<file path="src/rtl/seq_gen_pkg.sv">
// Shared types and default sizing for the serial pattern generator.
package seq_gen_pkg;

  localparam int unsigned MAX_LEN_DEF  = 8;
  localparam int unsigned LEN_W_DEF    = $clog2(MAX_LEN_DEF + 1);
  localparam int unsigned REP_W_DEF    = 4;
  localparam int unsigned GAP_W_DEF    = 4;
  localparam logic        IDLE_LVL_DEF = 1'b0;

  typedef enum logic [1:0] {
    IDLE  = 2'd0,
    SHIFT = 2'd1,
    GAP   = 2'd2,
    DONE  = 2'd3
  } state_e;

endpackage

</file>
<file path="src/rtl/seq_gen_cnt.sv">
// Loadable down-counter with zero flag; load wins over decrement and it never wraps below zero.
module seq_gen_cnt
  import seq_gen_pkg::*;
#(
  parameter int unsigned W = LEN_W_DEF
) (
  input  logic         clk,
  input  logic         rst,
  input  logic         load,
  input  logic [W-1:0] load_val,
  input  logic         dec,
  output logic [W-1:0] value,
  output logic         zero_c
);

  assign zero_c = (value == '0);

  always_ff @(posedge clk) begin
    if (rst) begin
      value <= '0;
    end else if (load) begin
      value <= load_val;
    end else if (dec && !zero_c) begin
      value <= value - W'(1);
    end
  end

endmodule

</file>
<file path="src/rtl/seq_pattern_gen.sv">
// Serial pattern generator: emits a captured pattern MSB-first, repeated with optional idle gaps.
module seq_pattern_gen
  import seq_gen_pkg::*;
#(
  parameter int unsigned MAX_LEN  = MAX_LEN_DEF,
  parameter int unsigned LEN_W    = $clog2(MAX_LEN + 1),
  parameter int unsigned REP_W    = REP_W_DEF,
  parameter int unsigned GAP_W    = GAP_W_DEF,
  parameter logic        IDLE_LVL = IDLE_LVL_DEF
) (
  input  logic               clk,
  input  logic               rst,
  input  logic               start_valid,
  output logic               start_ready,
  input  logic [MAX_LEN-1:0] pat_in,
  input  logic [LEN_W-1:0]   len_in,
  input  logic [REP_W-1:0]   rep_in,
  input  logic [GAP_W-1:0]   gap_in,
  input  logic               abort,
  output logic               Out,
  output logic               out_valid,
  output logic               busy,
  output logic               done,
  output logic               err
);

  state_e             state_q, state_d;
  logic [MAX_LEN-1:0] pat_q;
  logic [LEN_W-1:0]   len_q;
  logic [GAP_W-1:0]   gap_q;

  logic [LEN_W-1:0]   bit_idx, bit_load_val;
  logic [REP_W-1:0]   rep_left, rep_load_val;
  logic [GAP_W-1:0]   gap_left, gap_load_val;
  logic               bit_zero, rep_zero, gap_zero;
  logic               bit_load, bit_dec, rep_load, rep_dec, gap_load, gap_dec;

  logic               accept, bad_cfg, capture;
  logic               err_d, out_d, out_valid_d;
  logic [MAX_LEN-1:0] sel_pat;
  logic [LEN_W-1:0]   sel_idx;
  logic               unused_cnt;

  assign start_ready  = (state_q == IDLE) && !rst;
  assign accept       = start_valid && start_ready;
  assign bad_cfg      = (len_in == '0) || (len_in > LEN_W'(MAX_LEN)) || (rep_in == '0);
  assign rep_load_val = rep_in - REP_W'(1);
  assign gap_load_val = gap_q - GAP_W'(1);
  assign unused_cnt   = &{1'b0, rep_left, gap_left};

  seq_gen_cnt #(.W(LEN_W)) u_bit_cnt (
    .clk(clk), .rst(rst), .load(bit_load), .load_val(bit_load_val), .dec(bit_dec),
    .value(bit_idx), .zero_c(bit_zero)
  );

  seq_gen_cnt #(.W(REP_W)) u_rep_cnt (
    .clk(clk), .rst(rst), .load(rep_load), .load_val(rep_load_val), .dec(rep_dec),
    .value(rep_left), .zero_c(rep_zero)
  );

  seq_gen_cnt #(.W(GAP_W)) u_gap_cnt (
    .clk(clk), .rst(rst), .load(gap_load), .load_val(gap_load_val), .dec(gap_dec),
    .value(gap_left), .zero_c(gap_zero)
  );

  // Next state plus the value each output register takes on the same edge
  always_comb begin
    state_d      = state_q;
    err_d        = 1'b0;
    out_valid_d  = 1'b0;
    capture      = 1'b0;
    bit_load     = 1'b0;
    bit_dec      = 1'b0;
    rep_load     = 1'b0;
    rep_dec      = 1'b0;
    gap_load     = 1'b0;
    gap_dec      = 1'b0;
    bit_load_val = len_q - LEN_W'(1);
    sel_pat      = pat_q;
    sel_idx      = len_q - LEN_W'(1);

    unique case (state_q)
      IDLE: begin
        if (accept) begin
          capture = 1'b1;
          if (bad_cfg) begin
            state_d = DONE;
            err_d   = 1'b1;
          end else begin
            state_d      = SHIFT;
            bit_load     = 1'b1;
            bit_load_val = len_in - LEN_W'(1);
            rep_load     = 1'b1;
            sel_pat      = pat_in;
            sel_idx      = len_in - LEN_W'(1);
            out_valid_d  = 1'b1;
          end
        end
      end
      SHIFT: begin
        if (abort) begin
          state_d = DONE;
          err_d   = 1'b1;
        end else if (!bit_zero) begin
          bit_dec     = 1'b1;
          sel_idx     = bit_idx - LEN_W'(1);
          out_valid_d = 1'b1;
        end else if (!rep_zero) begin
          rep_dec = 1'b1;
          if (gap_q != '0) begin
            state_d  = GAP;
            gap_load = 1'b1;
          end else begin
            bit_load    = 1'b1;
            out_valid_d = 1'b1;
          end
        end else begin
          state_d = DONE;
        end
      end
      GAP: begin
        if (abort) begin
          state_d = DONE;
          err_d   = 1'b1;
        end else if (gap_zero) begin
          state_d     = SHIFT;
          bit_load    = 1'b1;
          out_valid_d = 1'b1;
        end else begin
          gap_dec = 1'b1;
        end
      end
      DONE: begin
        state_d = IDLE;
      end
      default: begin
        state_d = IDLE;
      end
    endcase

    out_d = out_valid_d ? |(sel_pat & (MAX_LEN'(1) << sel_idx)) : IDLE_LVL;
  end

  // State, captured config and registered outputs
  always_ff @(posedge clk) begin
    if (rst) begin
      state_q   <= IDLE;
      pat_q     <= '0;
      len_q     <= '0;
      gap_q     <= '0;
      Out       <= IDLE_LVL;
      out_valid <= 1'b0;
      busy      <= 1'b0;
      done      <= 1'b0;
      err       <= 1'b0;
    end else begin
      state_q   <= state_d;
      Out       <= out_d;
      out_valid <= out_valid_d;
      busy      <= (state_d == SHIFT) || (state_d == GAP);
      done      <= (state_d == DONE);
      err       <= err_d;
      if (capture) begin
        pat_q <= pat_in;
        len_q <= len_in;
        gap_q <= gap_in;
      end
    end
  end

endmodule

</file>
<file path="config.mk">
export PLATFORM = sky130hd
export DESIGN_NAME = seq_pattern_gen
export DESIGN_NICKNAME = d
export VERILOG_FILES = /design/src/rtl/seq_gen_pkg.sv /design/src/rtl/seq_gen_cnt.sv /design/src/rtl/seq_pattern_gen.sv
export SDC_FILE = /design/constraint.sdc
export NUM_CORES = 1
export LEC_CHECK = 0
export ABC_CLOCK_PERIOD_IN_PS = 2950
export BUFFER_PORTS_ARGS = -buffer_cell sky130_fd_sc_hd__clkbuf_2
export CAP_MARGIN = 25
export CORE_MARGIN = 4
export CORE_UTILIZATION = 58
export DETAILED_ROUTE_END_ITERATION = 8
export HOLD_SLACK_MARGIN = 0.1
export PLACE_DENSITY = 0.89
export SLEW_MARGIN = 25
export SYNTH_ARGS = -nofsm -noshare
export SYNTH_HDL_FRONTEND = slang
export SYNTH_SLANG_ARGS = --single-unit
</file>
<file path="constraint.sdc">
create_clock -name clk -period 2.95 [get_ports clk]
set_clock_uncertainty 0.15 [all_clocks]
set_input_delay 0.1475 -clock clk [delete_from_list [all_inputs] [get_ports clk]]
set_output_delay 0.1475 -clock clk [all_outputs]
set_load 0.1 [all_outputs]
</file>
; ---- Word level (Yosys, flattened, before mapping)
; Index checks and enable logic that the tools add are counted.
; W data, S select, Z words.
[totals]
reg_bits = 35
latchBits = 0
mem_bits_rw = 0
romBits = 0
inputBits = 24
output_inout_bits = 6
word_cells = 112
memories = 0
[op_classes]
n_addsub = 7
n_mul = 0
div_mod_pow = 0
magnitude_cmp = 1
eq_ne = 6
shifts = 1
muxes = 58
bitwise = 2
n_reduce_logical = 25
[ops]
columns = operator, count
row1 = $mux W4, 11
row2 = $mux W1, 31
row3 = $sub A4 B1 Y4 const B, 7
row4 = $mux W8, 3
row5 = $logic_not A4 Y1, 5
row6 = $mux W2, 8
row7 = $and A8 B8 Y8, 1
row8 = $eq A2 B2 Y1 const B, 4
row9 = $pmux W2 S4, 1
row10 = $pmux W4 S2, 1
row11 = $reduce_or A8 Y1, 1
row12 = $shl A1 B4 Y8 const A, 1
row13 = $pmux W1 S3, 2
row14 = $reduce_bool A2 Y1, 3
row15 = $logic_and A1 B1 Y1, 5
row16 = $eq A2 B1 Y1 const B, 2
row17 = $gt A4 B4 Y1 const B, 1
row18 = $logic_not A1 Y1, 4
row19 = $reduce_bool A4 Y1, 1
row20 = $reduce_or A2 Y1, 2
row21 = $logic_or A1 B1 Y1, 3
row22 = $logic_not A2 Y1, 1
row23 = $pmux W1 S2, 1
row24 = $not A1 Y1, 1

; ---- Depth between registers and ports, before layout
; Gate-level depths: netlist of run 1.
[logic_depth]
ltp_word = 9
depth_mapped = 14
depth_no_buf = 12

; ---- Cells and area by module
; Synthesis of run 1 repeated with hierarchy kept, for this count alone.
[hier_totals]
cells_unflattened = 296
area_unflattened_um2 = 2468.6
[by_module_without_submodules]
columns = mod, n_inst, cells_per_inst, area_per_inst_um2, seq_area_each_um2
row1 = seq_pattern_gen, 1, 209, 1680.4, 460.4
row2 = seq_gen_cnt, 3, 29, 262.8, 80.1

; ---- Worst setup path before layout of run 1
; No wires, ideal clock.
[synth_path]
path_type = reg2reg
startpoint = reg state_q[0]
endpoint = reg err
setup_time_ns = 0.078
arrival_ns = 2.465
required_ns = 2.722
slack_ns = 0.257
stages_incl_launch_ff = 9
n_path_buf = 0
period_less_slack_ns = 2.693
path_cell_list = dfxtp_1 -> inv_1 -> ha_1 -> inv_1 -> nor2_1 -> nand2_1 -> a21oi_1 -> a21oi_1 -> nor3_1
[synth_via]
elab_chain_len = 5
word_cells_on_any_way = 8
cone_classes = 2 x eq/ne / 2 x mux / 4 x reduce/logical
[synth_lines]
columns = item, line_no
row1 = from (decl), seq_pattern_gen.sv:27  ; state_e state_q, state_d;
row2 = from (signal assigned), seq_pattern_gen.sv:157  ; state_q <= state_d;
row3 = $logic_not A2 Y1, seq_pattern_gen.sv:44  ; assign start_ready = (state_q == IDLE) && !rst;
row4 = $logic_and A1 B1 Y1, seq_pattern_gen.sv:44
row5 = via start_ready, seq_pattern_gen.sv:14  ; output logic start_ready,
row6 = $logic_and A1 B1 Y1, seq_pattern_gen.sv:45  ; assign accept = start_valid && start_ready;
row7 = $mux W1, seq_pattern_gen.sv:84  ; if (accept) begin
row8 = $pmux W1 S2, seq_pattern_gen.sv:82  ; unique case (state_q)
row9 = to (signal assigned), seq_pattern_gen.sv:162  ; err <= err_d;
row10 = to (decl), seq_pattern_gen.sv:24  ; output logic err
; The timed path passes the listed nets, and every way through them passes these cells.
; A chain may end at the register's enable or synchronous reset.

; ---- Final worst setup path of run 1
[layout_path]
startpoint = in rep_in[0]
endpoint = reg Out
[layout_via]
elab_chain_len = 8
word_cells_on_any_way = 16
cone_classes = 1 x shift / 9 x mux / 2 x bitwise / 4 x reduce/logical
[layout_lines]
columns = item, line_no
row1 = from (decl), seq_pattern_gen.sv:17  ; input logic [REP_W-1:0] rep_in,
row2 = $logic_not A4 Y1 (*), seq_pattern_gen.sv:46  ; assign bad_cfg = (len_in == '0) || (len_in > LEN_W'(MAX_LEN)) || (rep_in == '0);
row3 = $logic_or A1 B1 Y1 (*), seq_pattern_gen.sv:46
row4 = $mux W4, seq_pattern_gen.sv:86  ; if (bad_cfg) begin
row5 = $mux W4, seq_pattern_gen.sv:84
row6 = $pmux W4 S2, seq_pattern_gen.sv:82
row7 = $shl A1 B4 Y8, seq_pattern_gen.sv:141  ; out_d = out_valid_d ? |(sel_pat & (MAX_LEN'(1) << sel_idx)) : IDLE_LVL;
row8 = $and A8 B8 Y8, seq_pattern_gen.sv:141
row9 = $reduce_or A8 Y1, seq_pattern_gen.sv:141
row10 = to (signal assigned), seq_pattern_gen.sv:158  ; Out <= out_d;
row11 = to (decl), seq_pattern_gen.sv:20  ; output logic Out,
; Every way passes the cells marked *; elsewhere a longest branch is shown, timed or not.

==> flow_summary_export.csv, run 1 <==
group,metric,value,unit
status,outcome,"completed",
clock_network,clk_latency,0.30,ns
setup_path,path_max_fanout,10,
logic_synthesis,ys_ff_latch,35,
hold_path,hp-class,"in -> reg",
cells_and_area,diodes,0,
clock_network,h-tree-depth,2,
sta,rsz0062_at_grt,"true",
sta,hold_viol,0,
clock_network,clock_sinks,35,
clock_network,cts_tree,"yes",
clock_network,clockRootBuffer,"clkbuf_8",
power,ir_drop,445,uV
grt,grt_first_pass_wirelength,10.1,mm
setup_path,ff2ff_setup_slack,0.14,ns
routing,firstDrtPassIters,6,
grt,grtUsageTotal,24.9,%
logic_synthesis,synth.top_cell.area_share,30.8,%
sta,fmax,356,MHz
floorplanning,die_w,70.6,um
setup_path,critPathKind,"in -> reg",
floorplanning,row_count,22,
sta,worst-slew-pin-transition,0.624,ns
sta,setup_tns,0,ns
sta,drv_slew,0,
floorplanning,dieArea,4980,um2
floorplanning,core_area,3720,um2
logic_synthesis,synth_fp_nets,327,
logic_synthesis,synth.distinct_cells,52,
sta,period_share,95.2,%
logic_synthesis,synthesis.area,2270,um2
floorplanning,start_util,61.1,%
clock_network,clkTransAtPathRegs,0.08,ns
floorplanning,io_pins,30,
logic_synthesis,synth_area_leader_cell,"dfxtp_1",
clock_network,postCtsSetupBuffers,0,
power,power_leakage,1.13,nW
routing,drc,0,
power,powerDensity,884,nW/um2
routing,ant_nets,0,
setup_path,startpoint_type,"primary input",
clock_network,clockBufferDepth,2,
sta,worst_slack,0.141,ns
routing,wl_per_cell,15.9,um
logic_synthesis,synth_cells,290,
cells_and_area,instances_no_fill,391,
logic_synthesis,synth-edff-count,0,
logic_synthesis,async_flop_share,0,%
grt,grt_antenna_before_repair,0,
floorplanning,fp.dieH,70.6,um
routing,wl,6.20,mm
placement,dp_hpwl,4.07,mm
routing,routed-via-count,2418,
placement,place.gp.congestion,0.981,
sta,fin_crit,2.81,ns
clock_network,numCtsBuffers,5,
setup_path,cp-end-kind,"flop",
cells_and_area,nets,380,
logic_synthesis,ys.flop_type,"dfxtp_1",
placement,place_inst,366,
routing,via_per_inst,6.18,
logic_synthesis,ys_seq_area_share,30.8,%
grt,grt_max_degree,36,
sta,max_slew_margin,58.0,%
flow_run,drv_cap,0,
placement,place_ws,0.155,ns
placement,port-buffer-count,29,
grt,grt_overflow,0,
logic_synthesis,avgSynthCellArea,7.84,um2
logic_synthesis,synth.area.top_cells,"dfxtp_1 31%, ha_1 7.2%, nand2_1 5.5%",
grt,first_global_vias,2248,
sta,setup_violations,0,
logic_synthesis,ys.warnings.count,0,
cells_and_area,drive_gt1_share,19.5,%
cells_and_area,synthToLayoutAreaGrowth,24.2,%
routing,initialDrtViolationCount,266,
setup_path,cp.arrival,2.88,ns
setup_path,required,3.02,ns
## metal layers
layer	GRT usage [%]	share of wire [%]	vias to the layer above
met1	30.9	41	1128
met3	5.82	7.2	25
li1	-	-	1142
met2	41.8	49	123
met5	0	0	-
met4	9.60	2.9	0
## what timing repair did
action                     in CTS  in global routing
resized for setup               0                 10
hold endpoints to repair       18                  0
setup endpoints to repair       0                  3
hold buffers                   18                  0
## logic make-up (layout without fill, tap and decap cells)
| group | after synthesis | after routing | synth area share, % |
|---|---|---|---|
| adder cells (fa/ha/maj) | 13 | 13 | 7.16 |
| AO/OA/AOI/OAI | 79 | 79 | 23.6 |
| multiplexers | 5 | 5 | 2.20 |
| flip-flops | 35 | 35 | 30.8 |
| AND/OR/NAND/NOR | 123 | 123 | 27.3 |
| XOR/XNOR | 13 | 13 | 5.01 |
| buffers and inverters | 22 | 75 | 3.91 |
## flip-flops by register name (all words and copies together) (netlist names), 2 cells and up
name and count:
pat_q 8, gap_q 4, len_q 4, u_bit_cnt.value 4
u_gap_cnt.value 4, u_rep_cnt.value 4, state_q 2
## final cells by class
type | instances | area, um2
repair buffers | 59 | 419
fillers | 249 | 895
clock inverters | 1 | 5.00
flip-flops and latches | 35 | 701
inverters | 9 | 33.8
clock buffers | 6 | 82.6
multi-input cells | 233 | 1520
well taps | 48 | 60.1
## worst paths after layout
kind	to	startpoint	cells past startpoint
max	Out	rep_in[0]	10
min reg2reg	pat_q[3]	pat_q[3]	2
max reg2reg	u_rep_cnt.value[2]	state_q[1]	12
min	err	abort	3
## where the power goes
part           internal, mW  switching [mW]  leakage (nW)  total (mW)
combinational         0.551           0.905         0.792        1.46
clock                 0.183           0.173        0.0470       0.356
sequential            0.584          0.0971         0.287       0.681
## layout by cell type, fill, tap and decap left out, types with 2 or more instances in the layout
cell           count
nor2_1            32
a211o_1            2
dfxtp_1           35
mux2i_1            3
a311oi_1           2
a31oi_1            7
nand2_1           32
nand3_1            4
clkbuf_2          29
o21ai_0           22
xnor2_1            4
mux2i_2            2
nor2b_1            5
xor2_1             9
and3_1             2
nor3_1            12
inv_1              9
a221oi_1           3
clkbuf_8           6
a21oi_1           17
dlygate4sd3_1     18
nand2b_1          14
nor4_1             4
buf_4             11
o31ai_1            3
or4_4              2
ha_1              12
a22oi_1            4
a211oi_1           8
## critical path, cell delays in order
cell           delay (ns)
dlygate4sd3_1        0.54
clkbuf_2             0.14
or4_4                0.55
and2_4               0.20
nand2_2              0.13
buf_4                0.20
nor3_1               0.07
a211o_1              0.29
or4b_1               0.51
o32ai_2              0.10
## cell usage after synthesis (3+ instances only)
cell	number
dfxtp_1	35
nor3_1	13
o21ai_0	22
a221oi_1	3
nand2_1	33
xnor2_1	4
a22oi_1	5
o31ai_1	3
nand3_1	4
ha_1	13
nand2b_1	14
a21oi_1	17
nor2_1	32
a31oi_1	7
inv_1	9
nor4_1	4
nor2b_1	5
clkbuf_1	7
mux2i_1	5
a211oi_1	8
buf_2	5
xor2_1	9
## through the flow
stage / hold slack, ns / area, um2 / util [%] / power [mW]
detailed placement: 0.200 / 2510 / 67.6 / 2.04
global placement: 0.199 / 2510 / 67.6 / 2.03
finish: 0.119 / 2820 / 75.9 / 2.49
floorplan: 0.0931 / 2270 / - / 1.75
CTS: 0.101 / 2780 / 74.8 / 2.42
global route: 0.128 / 2820 / 75.9 / 2.65
Note: power is estimated with default switching activity, not from simulation.
==> run 2: changes to the inputs <==
--- a/config.mk
+++ b/config.mk
@@ -9,10 +9,9 @@
 export BUFFER_PORTS_ARGS = -buffer_cell sky130_fd_sc_hd__clkbuf_2
 export CAP_MARGIN = 25
 export CORE_MARGIN = 4
-export CORE_UTILIZATION = 58
+export CORE_UTILIZATION = 28
 export DETAILED_ROUTE_END_ITERATION = 8
 export HOLD_SLACK_MARGIN = 0.1
-export PLACE_DENSITY = 0.89
 export SLEW_MARGIN = 25
 export SYNTH_ARGS = -nofsm -noshare
 export SYNTH_HDL_FRONTEND = slang
==> flow_summary_export.csv, run 2 (synthesized netlist as in run 1, its figures left out) <==
group,metric,value,unit
cells_and_area,mostFrequentLayoutCells,"35 x dfxtp_1, 33 x nand2_1, 32 x nor2_1, 29 x clkbuf_2, 22 x o21ai_0",
cells_and_area,largest_register,"pat_q",
grt,grtUsageTotal,13.2,%
floorplanning,die_w,98.1,um
placement,port-buffer-count,29,
cells_and_area,largest_reg_flops,8,
routing,drc,0,
setup_path,required,3.02,ns
clock_network,clock_sinks,35,
status,outcome,"completed",
sta,period_share,97.0,%
floorplanning,fp.dieH,98.1,um
cells_and_area,instances_no_fill,449,
floorplanning,io_pins,30,
cells_and_area,fillers,820,
cells_and_area,diodes,0,
power,p_switching,1.17,mW
floorplanning,start_util,29.1,%
power,power_frac_seq,26.7,%
hold_path,hp-class,"in -> reg",
cells_and_area,layout_commonest_cell,"dfxtp_1",
routing,via_per_inst,5.08,
clock_network,clkTransAtPathRegs,0.08,ns
grt,grt_antenna_before_repair,0,
sta,setup_violations,0,
cells_and_area,fin_area,2910,um2
power,pwr-share-comb,57.6,%
clock_network,clockBufferDepth,2,
sta,drv_slew,0,
placement,place_inst,422,
routing,wl_per_cell,13.6,um
placement,place.gp.congestion,0.910,
setup_path,cp.arrival,2.93,ns
sta,fin_crit,2.86,ns
floorplanning,core_area,7810,um2
power,p_clk_share,15.7,%
routing,initialDrtViolationCount,119,
clock_network,clk_latency,0.30,ns
setup_path,startpoint_type,"primary input",
clock_network,numCtsBuffers,5,
routing,routed-via-count,2280,
sta,max_slew_margin,56.1,%
placement,place_ws,0.0796,ns
cells_and_area,synthToLayoutAreaGrowth,28.2,%
floorplanning,row_count,32,
cells_and_area,drive_gt1_share,19.0,%
power,power,2.53,mW
placement,dpl_cell_area,2590,um2
routing,ant_nets,0,
power,p_int,1.36,mW
power,ir_drop,263,uV
sta,fmax,350,MHz
sta,worst_slack,0.0894,ns
clock_network,cts_tree,"yes",
floorplanning,dieArea,9620,um2
clock_network,postCtsSetupBuffers,0,
placement,dp_hpwl,4.51,mm
clock_network,clockRootBuffer,"clkbuf_8",
routing,wl,6.11,mm
cells_and_area,multi_input_area,1510,um2
flow_run,drv_cap,0,
grt,first_global_vias,2159,
setup_path,path_max_fanout,10,
cells_and_area,final-seq-area,701,um2
setup_path,critPathKind,"in -> reg",
power,power_leakage,1.14,nW
routing,firstDrtPassIters,4,
sta,rsz0062_at_grt,"true",
clock_network,h-tree-depth,2,
setup_path,cp-end-kind,"flop",
grt,grt_first_pass_wirelength,10.4,mm
grt,grt_max_degree,36,
sta,worst-slew-pin-transition,0.652,ns
power,swShare,46.3,%
grt,grt_overflow,0,
sta,hold_viol,0,
power,powerDensity,868,nW/um2
cells_and_area,nets,383,
-- run 2: path summary, 6_finish.rpt --
path                              to  slack [ns]  depth (start not counted)  startpoint
setup / recovery                 Out        0.09                         10   rep_in[0]
hold / removal    u_rep_cnt.value[3]        0.13                          5   rep_in[3]
setup reg to reg                 Out        0.13                          9  state_q[1]
hold reg to reg             pat_q[7]        0.33                          2    pat_q[7]
-- run 2: stage by stage --
stage	hold WS (ns)	utilization (%)	TNS (ns)
after floorplan	0.0931	-	0
after global placement	0.192	33.2	0
after detailed placement	0.201	33.2	0
after CTS	0.120	37.0	0
after global routing	0.151	37.3	-0.0448
final	0.128	37.3	0
-- run 2: timing repair --
action                                  CTS  global route
endpoints found under the setup margin    0             2
endpoints found under the hold margin    19             0
gates resized for setup                   0             5
hold buffers                             19             0
-- run 2: power groups by stage --
stage	clock network [mW]	logic [mW]	registers, mW
floorplan	0	0.935	0.810
global placement	0	1.39	0.678
detailed placement	0	1.39	0.682
CTS	0.411	1.42	0.672
global route	0.434	1.61	0.693
finish	0.396	1.46	0.675
-- run 2: critical path, stage by stage --
cell and delay (ns):
dlygate4sd3_1 0.53, clkbuf_2 0.12, or4_1 0.57, and2_4 0.22, nand2_1 0.15, buf_4 0.20, nor3_1 0.06, a211o_1 0.30
or4b_1 0.53, o32ai_2 0.10
-- run 2: final cells by class --
type	instances	share of cell area [%]
Timing Repair Buffer	62	15.1
Clock inverter	1	0.258
Clock buffer	7	3.31
Sequential cell	35	24.1
Tap cell	102	4.38
Multi-Input combinational cell	233	51.7
Inverter	9	1.16
-- run 2: metal layers --
| layer | routed length [um] | vias to the layer above | global-route usage (%) |
|---|---|---|---|
| li1 | - | 1151 | - |
| met1 | 2830 | 1048 | 17.4 |
| met2 | 2810 | 71 | 21.0 |
| met3 | 338 | 10 | 3.14 |
| met4 | 125 | 0 | 4.79 |
| met5 | 0 | - | 0 |
